File: src/rtl/uart_pkg.sv
// uart_pkg: shared definitions for the UART transmit queue.
//   - core command encodings accepted from the pipeline core
//   - TX serializer state encoding
//   - UART frame shape constants (8 data bits, 1 stop bit)
//   - small command-decode helper
package uart_pkg;

  localparam logic [1:0] CORE_SIG_BYTE = 2'b10;
  localparam logic [1:0] CORE_SIG_WORD = 2'b11;

  localparam int unsigned UART_DATA_BITS = 8;
  localparam int unsigned UART_STOP_BITS = 1;

  typedef enum logic [1:0] {
    TX_IDLE  = 2'b00,
    TX_START = 2'b01,
    TX_DATA  = 2'b10,
    TX_STOP  = 2'b11
  } tx_state_e;

  // Both push commands share core_sig[1]; 2'b00/2'b01 are no-ops.
  function automatic logic is_push_cmd(input logic [1:0] sig);
    return sig[1];
  endfunction

endpackage

File: src/rtl/uart_tx_serializer.sv
// uart_tx_serializer: 8N1 UART frame generator.
// Pulls bytes through a valid/ready handshake (pop = byte_valid_i & byte_ready_o)
// and shifts them out LSB first between a low start bit and a high stop bit.
// Ports:
//   clk, rstn       core clock, async active-low reset
//   byte_valid_i    a byte is available from the FIFO
//   byte_data_i     the byte at the FIFO head
//   byte_ready_o    serializer takes the head byte this edge if valid
//   txd_o           registered serial output, idle high
//   busy_o          a frame is in progress
module uart_tx_serializer
  import uart_pkg::*;
#(
  parameter int CLK_PER_HALF_BIT = 1042
) (
  input  logic       clk,
  input  logic       rstn,
  input  logic       byte_valid_i,
  input  logic [7:0] byte_data_i,
  output logic       byte_ready_o,
  output logic       txd_o,
  output logic       busy_o
);

  localparam int BIT_CYCLES = 2 * CLK_PER_HALF_BIT;
  localparam int TW         = (BIT_CYCLES > 1) ? $clog2(BIT_CYCLES) : 1;
  localparam logic [TW-1:0] BIT_LAST  = TW'(BIT_CYCLES - 1);
  localparam logic [2:0]    DATA_LAST = 3'(UART_DATA_BITS - 1);
  localparam logic [2:0]    STOP_LAST = 3'(UART_STOP_BITS - 1);

  tx_state_e     state_q;
  logic [TW-1:0] timer_q;
  logic [2:0]    bit_idx_q;
  logic [7:0]    shift_q;
  logic          txd_q;

  logic bit_end_s;
  logic pop_s;

  assign bit_end_s = (timer_q == BIT_LAST);

  // Ready in IDLE, or on the final edge of the last stop bit so that a queued
  // byte starts its start bit with no idle gap.
  assign byte_ready_o = (state_q == TX_IDLE) ||
                        ((state_q == TX_STOP) && bit_end_s && (bit_idx_q == STOP_LAST));
  assign pop_s  = byte_valid_i && byte_ready_o;
  assign txd_o  = txd_q;
  assign busy_o = (state_q != TX_IDLE);

  // TX FSM: bit timer, bit index, shift register and registered txd.
  always_ff @(posedge clk or negedge rstn) begin
    if (!rstn) begin
      state_q   <= TX_IDLE;
      timer_q   <= TW'(0);
      bit_idx_q <= 3'd0;
      shift_q   <= 8'h00;
      txd_q     <= 1'b1;
    end else begin
      case (state_q)
        TX_IDLE: begin
          timer_q   <= TW'(0);
          bit_idx_q <= 3'd0;
          if (pop_s) begin
            shift_q <= byte_data_i;
            txd_q   <= 1'b0;
            state_q <= TX_START;
          end else begin
            txd_q   <= 1'b1;
          end
        end
        TX_START: begin
          if (bit_end_s) begin
            timer_q   <= TW'(0);
            bit_idx_q <= 3'd0;
            txd_q     <= shift_q[0];
            state_q   <= TX_DATA;
          end else begin
            timer_q   <= timer_q + TW'(1);
          end
        end
        TX_DATA: begin
          if (bit_end_s) begin
            timer_q <= TW'(0);
            if (bit_idx_q == DATA_LAST) begin
              bit_idx_q <= 3'd0;
              txd_q     <= 1'b1;
              state_q   <= TX_STOP;
            end else begin
              bit_idx_q <= bit_idx_q + 3'd1;
              shift_q   <= {1'b0, shift_q[7:1]};
              txd_q     <= shift_q[1];
            end
          end else begin
            timer_q <= timer_q + TW'(1);
          end
        end
        TX_STOP: begin
          if (bit_end_s) begin
            timer_q <= TW'(0);
            if (bit_idx_q == STOP_LAST) begin
              bit_idx_q <= 3'd0;
              if (pop_s) begin
                shift_q <= byte_data_i;
                txd_q   <= 1'b0;
                state_q <= TX_START;
              end else begin
                txd_q   <= 1'b1;
                state_q <= TX_IDLE;
              end
            end else begin
              bit_idx_q <= bit_idx_q + 3'd1;
            end
          end else begin
            timer_q <= timer_q + TW'(1);
          end
        end
        default: begin
          state_q   <= TX_IDLE;
          timer_q   <= TW'(0);
          bit_idx_q <= 3'd0;
          txd_q     <= 1'b1;
        end
      endcase
    end
  end

endmodule

File: src/rtl/uart_tx_queue.sv
// uart_tx_queue: core-facing UART transmit stage.
// Accepts 1-byte / 4-byte commands, unpacks words LSB byte first into a byte
// FIFO, and feeds the FIFO to an 8N1 serializer.
// Ports:
//   clk, rstn      core clock, async active-low reset
//   send_data      payload from core
//   core_sig       2'b10 push byte, 2'b11 push word, else no-op
//   flush          synchronous clear of FIFO and unpacker
//   txd            UART serial output, idle high
//   output_stall   core must hold its command while high
//   fifo_count     bytes queued (excludes the byte being transmitted)
//   tx_busy        frame in progress or FIFO non-empty
module uart_tx_queue
  import uart_pkg::*;
#(
  parameter int CLK_PER_HALF_BIT = 1042,
  parameter int DEPTH_LOG2       = 8
) (
  input  logic                clk,
  input  logic                rstn,
  input  logic [31:0]         send_data,
  input  logic [1:0]          core_sig,
  input  logic                flush,
  output logic                txd,
  output logic                output_stall,
  output logic [DEPTH_LOG2:0] fifo_count,
  output logic                tx_busy
);

  localparam int DEPTH = 1 << DEPTH_LOG2;
  localparam int PW    = DEPTH_LOG2 + 1;

  logic [7:0]    mem_q [DEPTH];
  logic [PW-1:0] wr_ptr_q, wr_ptr_d;
  logic [PW-1:0] rd_ptr_q, rd_ptr_d;
  logic [1:0]    unpack_cnt_q, unpack_cnt_d;
  logic [23:0]   unpack_data_q, unpack_data_d;

  logic [PW-1:0] count_s;
  logic [PW-1:0] free_s;
  logic          unpack_busy_s;
  logic          accept_s;
  logic          push_s;
  logic [7:0]    push_byte_s;
  logic          fifo_valid_s;
  logic [7:0]    fifo_data_s;
  logic          ser_ready_s;
  logic          ser_busy_s;
  logic          pop_s;

  // Extra pointer MSB distinguishes full from empty.
  assign count_s       = wr_ptr_q - rd_ptr_q;
  assign free_s        = PW'(DEPTH) - count_s;
  assign unpack_busy_s = (unpack_cnt_q != 2'd0);

  // Stall depends only on registered state; 4 free slots guarantee a whole word fits.
  assign output_stall  = unpack_busy_s || (free_s < PW'(4));
  assign accept_s      = is_push_cmd(core_sig) && !output_stall && !flush;

  // A flush discards the queue, so the serializer must not take the head byte that cycle.
  assign fifo_valid_s  = (count_s != PW'(0)) && !flush;
  assign fifo_data_s   = mem_q[rd_ptr_q[DEPTH_LOG2-1:0]];
  assign pop_s         = fifo_valid_s && ser_ready_s;

  assign fifo_count    = count_s;
  assign tx_busy       = ser_busy_s || (count_s != PW'(0));

  // Next-state for FIFO pointers and the word unpacker.
  always_comb begin
    wr_ptr_d      = wr_ptr_q;
    rd_ptr_d      = rd_ptr_q;
    unpack_cnt_d  = unpack_cnt_q;
    unpack_data_d = unpack_data_q;
    push_s        = 1'b0;
    push_byte_s   = send_data[7:0];
    if (flush) begin
      wr_ptr_d      = PW'(0);
      rd_ptr_d      = PW'(0);
      unpack_cnt_d  = 2'd0;
      unpack_data_d = 24'h000000;
    end else begin
      if (unpack_busy_s) begin
        push_s        = 1'b1;
        push_byte_s   = unpack_data_q[7:0];
        unpack_data_d = {8'h00, unpack_data_q[23:8]};
        unpack_cnt_d  = unpack_cnt_q - 2'd1;
      end else if (accept_s) begin
        push_s      = 1'b1;
        push_byte_s = send_data[7:0];
        if (core_sig == CORE_SIG_WORD) begin
          unpack_data_d = send_data[31:8];
          unpack_cnt_d  = 2'd3;
        end else begin
          unpack_cnt_d  = 2'd0;
        end
      end else begin
        push_s = 1'b0;
      end
      if (push_s) begin
        wr_ptr_d = wr_ptr_q + PW'(1);
      end else begin
        wr_ptr_d = wr_ptr_q;
      end
      if (pop_s) begin
        rd_ptr_d = rd_ptr_q + PW'(1);
      end else begin
        rd_ptr_d = rd_ptr_q;
      end
    end
  end

  // Pointer and unpacker registers.
  always_ff @(posedge clk or negedge rstn) begin
    if (!rstn) begin
      wr_ptr_q      <= PW'(0);
      rd_ptr_q      <= PW'(0);
      unpack_cnt_q  <= 2'd0;
      unpack_data_q <= 24'h000000;
    end else begin
      wr_ptr_q      <= wr_ptr_d;
      rd_ptr_q      <= rd_ptr_d;
      unpack_cnt_q  <= unpack_cnt_d;
      unpack_data_q <= unpack_data_d;
    end
  end

  // FIFO storage; contents are don't-care until written, so no reset.
  always_ff @(posedge clk) begin
    if (push_s) begin
      mem_q[wr_ptr_q[DEPTH_LOG2-1:0]] <= push_byte_s;
    end
  end

  uart_tx_serializer #(
    .CLK_PER_HALF_BIT (CLK_PER_HALF_BIT)
  ) u_serializer (
    .clk          (clk),
    .rstn         (rstn),
    .byte_valid_i (fifo_valid_s),
    .byte_data_i  (fifo_data_s),
    .byte_ready_o (ser_ready_s),
    .txd_o        (txd),
    .busy_o       (ser_busy_s)
  );

endmodule

File: config.mk
export PLATFORM = sky130hd
export DESIGN_NAME = uart_tx_queue
export DESIGN_NICKNAME = d
export VERILOG_FILES = /design/src/rtl/uart_pkg.sv /design/src/rtl/uart_tx_serializer.sv /design/src/rtl/uart_tx_queue.sv
export SDC_FILE = /design/constraint.sdc
export NUM_CORES = 2
export LEC_CHECK = 0
export ABC_AREA = 0
export CORE_ASPECT_RATIO = 1.1
export CORE_MARGIN = 2
export CORE_UTILIZATION = 40
export CTS_BUF_LIST = sky130_fd_sc_hd__clkbuf_4 sky130_fd_sc_hd__clkbuf_8 sky130_fd_sc_hd__clkbuf_16
export CTS_CLUSTER_DIAMETER = 40
export DETAILED_ROUTE_END_ITERATION = 16
export SETUP_SLACK_MARGIN = 0.1
export SLEW_MARGIN = 20
export SYNTH_ARGS = -nofsm -noshare
export SYNTH_HDL_FRONTEND = slang
export SYNTH_SLANG_ARGS = --single-unit
File: constraint.sdc
create_clock -name clk -period 7.54 [get_ports clk]
set_input_delay 2.262 -clock clk [delete_from_list [all_inputs] [get_ports clk]]
set_output_delay 2.262 -clock clk [all_outputs]
set_load 0.005 [all_outputs]
# == Word-level counts from Yosys, hierarchy flattened ==
# Memories as Yosys holds them, arrays and structs flattened.
# Index checks and enable logic that the tools add are counted.
# totals
reg_bits,70
mem_bits_rw,2048
input_bits,37
output_inout_bits,12
elab_cells,107
n_memories,1
# memory_table
name,depth,word_bits,read_ports,rd_clocked_by_memory_dff,write_ports,line_no,rtl
mem_q,256,8,1,0,1,uart_tx_queue.sv:33,logic [7:0] mem_q [DEPTH];
# classes
n_addsub,7
order_cmp,1
eq_ne,13
mux,49
n_reduce_logical,27
# ops
cell,count
$mux W24,4
$mux W8,7
$mux W9,4
$pmux W12 S2,1
$pmux W8 S3,1
$mux W2,10
$add A9 B1 Y9 const B,2
$mux W3,5
$mux W1,13
$add A12 B1 Y12 const B,1
$eq A12 B12 Y1 const B,1
$mux W12,1
$pmux W3 S4,1
$lt A9 B3 Y1 const B,1
$reduce_bool A3 Y1,3
$reduce_bool A9 Y1,1
$sub A9 B9 Y9,1
$sub A9 B9 Y9 const A,1
$ne A2 B1 Y1 const B,4
$pmux W2 S4,1
$reduce_bool A2 Y1,4
$eq A2 B2 Y1 const B,3
$logic_and A1 B1 Y1,6
$ne A2 B2 Y1 const B,3
other kinds (15),18

# == Logic depth before layout (Yosys ltp) ==
# logic_depth
depth_word,13
mapped_depth,22
ltp_nobuf,19

# == Hierarchy ==
# Synthesis repeated with hierarchy kept, for this count alone.
# unflattened
cells_unflattened,3837
hier_area_um2,83709.0
# modules_own_cells
mod,n_inst,cells_each,area_each_um2
uart_tx_queue,1,3679,82127.5
uart_tx_serializer,1,158,1581.5

# == Worst setup path before layout ==
# OpenSTA, ideal clock, no wires.
# synth_path
kind,register -> output
from,reg rd_ptr_q[1]
to,out output_stall
arrival_ps,4315
t_required_ps,5278
setup_slack_ps,963
path_stages_with_launch,19
n_path_buf,4
cell_sequence,dfrtp_1 buf_2 buf_1 clkbuf_1 clkinv_1 clkbuf_1 ha_1 nor2b_1 o2111a_1 or3_1 a211o_1 nor3_1 ha_1 o211ai_1 nor3_1 and4_4 and3_1 a21oi_1 nand2_1
# synth_between
elab_chain_cells,4
# synth_rtl
element,line_no,rtl
start: declaration,uart_tx_queue.sv:35,"logic [PW-1:0] rd_ptr_q, rd_ptr_d;"
start signal: assignment,uart_tx_queue.sv:121,rd_ptr_q <= rd_ptr_d;
$sub A9 B9 Y9,uart_tx_queue.sv:52,assign count_s = wr_ptr_q - rd_ptr_q;
$sub A9 B9 Y9,uart_tx_queue.sv:53,assign free_s = PW'(DEPTH) - count_s;
$lt A9 B3 Y1,uart_tx_queue.sv:57,assign output_stall = unpack_busy_s || (free_s < PW'(4));
$logic_or A1 B1 Y1,uart_tx_queue.sv:57,
end: declaration,uart_tx_queue.sv:25,"output logic output_stall,"
# Every way passes these cells.

# == Worst setup path after layout ==
# layout_path
from,reg wr_ptr_q[0]
to,out output_stall
# layout_between
elab_chain_cells,4
# layout_rtl
element,line_no,rtl
start: declaration,uart_tx_queue.sv:34,"logic [PW-1:0] wr_ptr_q, wr_ptr_d;"
start signal: assignment,uart_tx_queue.sv:120,wr_ptr_q <= wr_ptr_d;
$sub A9 B9 Y9,uart_tx_queue.sv:52,
$sub A9 B9 Y9,uart_tx_queue.sv:53,
$lt A9 B3 Y1,uart_tx_queue.sv:57,
$logic_or A1 B1 Y1,uart_tx_queue.sv:57,
# Every way passes these cells.

==> results.tsv <==
stage	metric	value	unit
critical_path	R2R Setup Slk	1.64	ns
synth	biggest area consumer among synthesized cells	edfxtp_1	
critical_path	Data required, critical path	5.28	ns
placement	PortBufs	48	
run_status	status	finished, final reports clean	
detailed_routing	Residual DRC	0	
detailed_routing	DR WL/cell	30.9	µm
synth	largest cells by area after synthesis	edfxtp_1, mux4_2, mux2i_1, dfrtp_1, nor2_1	
critical_path	crit-path leading delay family	compound AO/OA/AOI/OAI gates	
synth	flops & latches, synth	2118	
clock_tree	CTS tree	done	
detailed_routing	DR vias/cell	5.91	
global_route	total global routing overflow	0	
final_layout	# fillers	17300	
final_layout	Final Instance Area	0.0962	mm²
floorplan	die height	483	µm
timing	crit share post-route	94.2	%
synth	ys async rst share	3.31	%
clock_tree	clock buffer depth	3	
hold_path	Min-Delay Path Class	flip-flop to flip-flop	
timing	Setup-failing EPs final	0	
clock_tree	# hold bufs at CTS	0	
synth	syn nets	4191	
synth	synthesized area	0.0836	mm²
timing	fmax	141	MHz
floorplan	row count	175	
hold_path	worst hold start	u_serializer.timer_q[0]$_DFF_PN0_	
floorplan	Initial Utilization	40.4	%
critical_path	CP bufs+invs	3	
global_route	vias in the first global route	43100	
final_layout	footprint of the multi-input gates	0.0194	mm²
critical_path	Setup crit start	wr_ptr_q[0]$_DFFE_PN0P_	
synth	warnings from Yosys	0	
power_and_ir_drop	VDD IR max	283	µV
clock_tree	clk sinks	2118	
critical_path	r2r worst-path depth	10	
clock_tree	Clock Latency Late Sink	0.87	ns
placement	DPL Wire Length	137000	µm
flow_run	Max Cap Viol	0	
detailed_routing	DRT iter0 DRCs	5496	
power_and_ir_drop	PwrDens	275	mW/mm²
final_layout	fin cells	7317	
synth	register area share after synthesis	75.7	%
global_route	global-route wire length before repair	323000	µm
timing	unrepaired setup endpoints after global routing	no	
detailed_routing	DR pass1 iterations	6	
critical_path	CP Data Arrival Time	4.84	ns
detailed_routing	Routed Wire Length	226000	µm
synth	ys flop type	edfxtp_1	
final_layout	register area	0.0633	mm²
global_route	largest net degree at the start of global routing	144	
clock_tree	CTS buffer count	228	
hold_path	Hold Path Depth	1	
final_layout	share of post-route cells with drive strength above 1	25.5	%
final_layout	Final #Nets	4436	
floorplan	Core Region	0.207	mm²
critical_path	r2r endpoint	u_serializer.shift_q[2]$_DFFE_PN0P_	
synth	Distinct cells, synth	72	
critical_path	Crit path largest cell delay	0.47	ns
synth	cell count after synthesis	4130	
detailed_routing	Vias	43300	
synth	Syn Area/Cell	20.2	µm²
power_and_ir_drop	P_leak	29.5	nW
timing	Relative slew margins	23.3	%
hold_path	Hold Path Sink	u_serializer.timer_q[0]$_DFF_PN0_	
timing	Setup Skew	0.0297	ns
critical_path	crit-path max FO	6	
synth	most frequent cells after synthesis	edfxtp_1, mux4_2, nor2_1, mux2i_1, nor3_1	
placement	DP Area	0.0884	mm²
timing	minimum clock period	7.11	ns
timing	final hold violations	0	
critical_path	worst setup path class	flip-flop to output pin	
global_route	GRT Util Overall	21.1	%
timing	Slew Limit Fails	0	
synth	Post-synth EDFFs	2048	
detailed_routing	antenna-violating nets left	0	
synth	top-count cell post-synth	edfxtp_1	
floorplan	die area	0.213	mm²
power_and_ir_drop	Pwr Total	26.5	mW
timing	Slew @ Worst Pin	1.14	ns
floorplan	die extent in x	440	µm
critical_path	Critical Path Source Type	flip-flop	
critical_path	crit-path cells	inv_2 > ha_1 > inv_1 > fa_1 > a211oi_2 > o21bai_1 > a21oi_2 > o21bai_1 > a21oi_1 > xor2_1 > ha_1 > o211ai_1 > nor3_1 > and4_4 > and3_1 > a21oi_4 > nand2_1 > clkdlybuf4s50_1	
critical_path	Crit Reg-Reg Startpoint	rd_ptr_q[0]$_DFFE_PN0P_	
clock_tree	clock slew at reported path FFs	0.06	ns
critical_path	Crit. End Element	output pin	
final_layout	Synth-to-Final Area Change	15.1	%
critical_path	CP max stage cell	clkdlybuf4s50_1	
synth	top-area cell type share of the netlist area	73.6	%
floorplan	I/O pin total	49	
timing	setup TNS	0	ns
clock_tree	H-tree levels	4	
clock_tree	CTS root buffer	clkbuf_16	
placement	Placed Cells	6884	
global_route	antenna violations before repair	7	
placement	RePlAce Congestion	0.899	
-- where the power goes --
group | total (mW) | internal (mW) | switching (mW)
sequential | 13.4 | 13.4 | 0.0456
clock | 11.3 | 6.53 | 4.79
combinational | 1.76 | 0.405 | 1.35
-- worst register-to-register path: stages, from the launching register on --
cell	delay, ns
dfrtp_4	0.43
buf_12	0.49
buf_12	0.76
buf_4	0.79
buf_4	0.82
mux4_2	0.65
mux4_2	0.58
a21oi_1	0.20
nor3_1	0.07
a211oi_1	0.77
a31oi_1	0.17
-- cells by family (layout without fill, tap and decap cells) --
logic type / Yosys count / in the layout / share of synthesized area [%]
multiplexers: 696 / 696 / 15.7
XOR/XNOR: 23 / 23 / 0.241
adder cells (fa/ha/maj): 24 / 24 / 0.368
buffers and inverters: 270 / 710 / 1.42
flip-flops: 2118 / 2118 / 75.7
AND/OR/NAND/NOR: 635 / 635 / 3.51
other: 0 / 4 / 0
AO/OA/AOI/OAI: 364 / 364 / 3.04
-- stage by stage --
stage | hold WS [ns] | setup slack [ns] | util [%]
after floorplan | 0.447 | 0.963 | -
after global placement | 0.469 | 0.889 | 42.6
after detailed placement | 0.476 | 0.893 | 42.7
after CTS | 0.484 | 0.162 | 46.4
after global routing | 0.511 | 0.128 | 46.4
final | 0.476 | 0.434 | 46.4
-- layout make-up --
| type | count | area share, % |
|---|---|---|
| sequential | 2118 | 65.8 |
| antenna | 4 | 0.0104 |
| inverter | 23 | 0.0963 |
| multi-input combinational | 1742 | 20.2 |
| timing repair buffer | 262 | 2.36 |
| tap | 2743 | 3.57 |
| clock buffer | 253 | 6.21 |
| clock inverter | 172 | 1.79 |
-- registers in the layout (all words and copies together) (netlist names) --
signal                  flops
u_serializer.shift_q        8
mem_q                    2048
u_serializer.txd_o          1
u_serializer.state_q        2
u_serializer.timer_q       12
wr_ptr_q                    9
u_serializer.bit_idx_q      3
rd_ptr_q                    9
unpack_data_q              24
unpack_cnt_q                2
-- layout by cell type, fill, tap and decap left out, types with 40 or more instances in the layout --
master and instances:
a21oi_1 69, a221oi_1 48, nor3_1 132, nand3_1 40
edfxtp_1 2048, mux2i_1 189, clkdlybuf4s50_1 46, o21ai_0 57
mux4_2 494, dfrtp_1 65, nand2_1 110, clkbuf_16 232
a22oi_1 50, buf_4 200, nor2_1 233
-- worst max path at each step --
| stage | endpoint | cells after the start |
|---|---|---|
| after floorplan | output_stall | 18 |
| after global placement | output_stall | 17 |
| after detailed placement | output_stall | 17 |
| after CTS | output_stall | 18 |
| after global routing | output_stall | 18 |
| final | output_stall | 18 |
-- timing repair --
| item | CTS | global route |
|---|---|---|
| buffers inserted | 0 | 3 |
| endpoints found under the setup margin | 1 | 1 |
| resized for setup | 2 | 4 |
| pin swaps | 0 | 3 |
-- metal layers --
layer | share of wire, % | GRT usage [%] | vias to the layer above
met5 | 0.016 | 0 | -
met4 | 3.5 | 7.53 | 6
met3 | 7.9 | 3.40 | 377
met2 | 48 | 33.3 | 1997
met1 | 41 | 29.8 | 23200
li1 | - | - | 17700
Note: power is estimated with default switching activity, not from simulation.
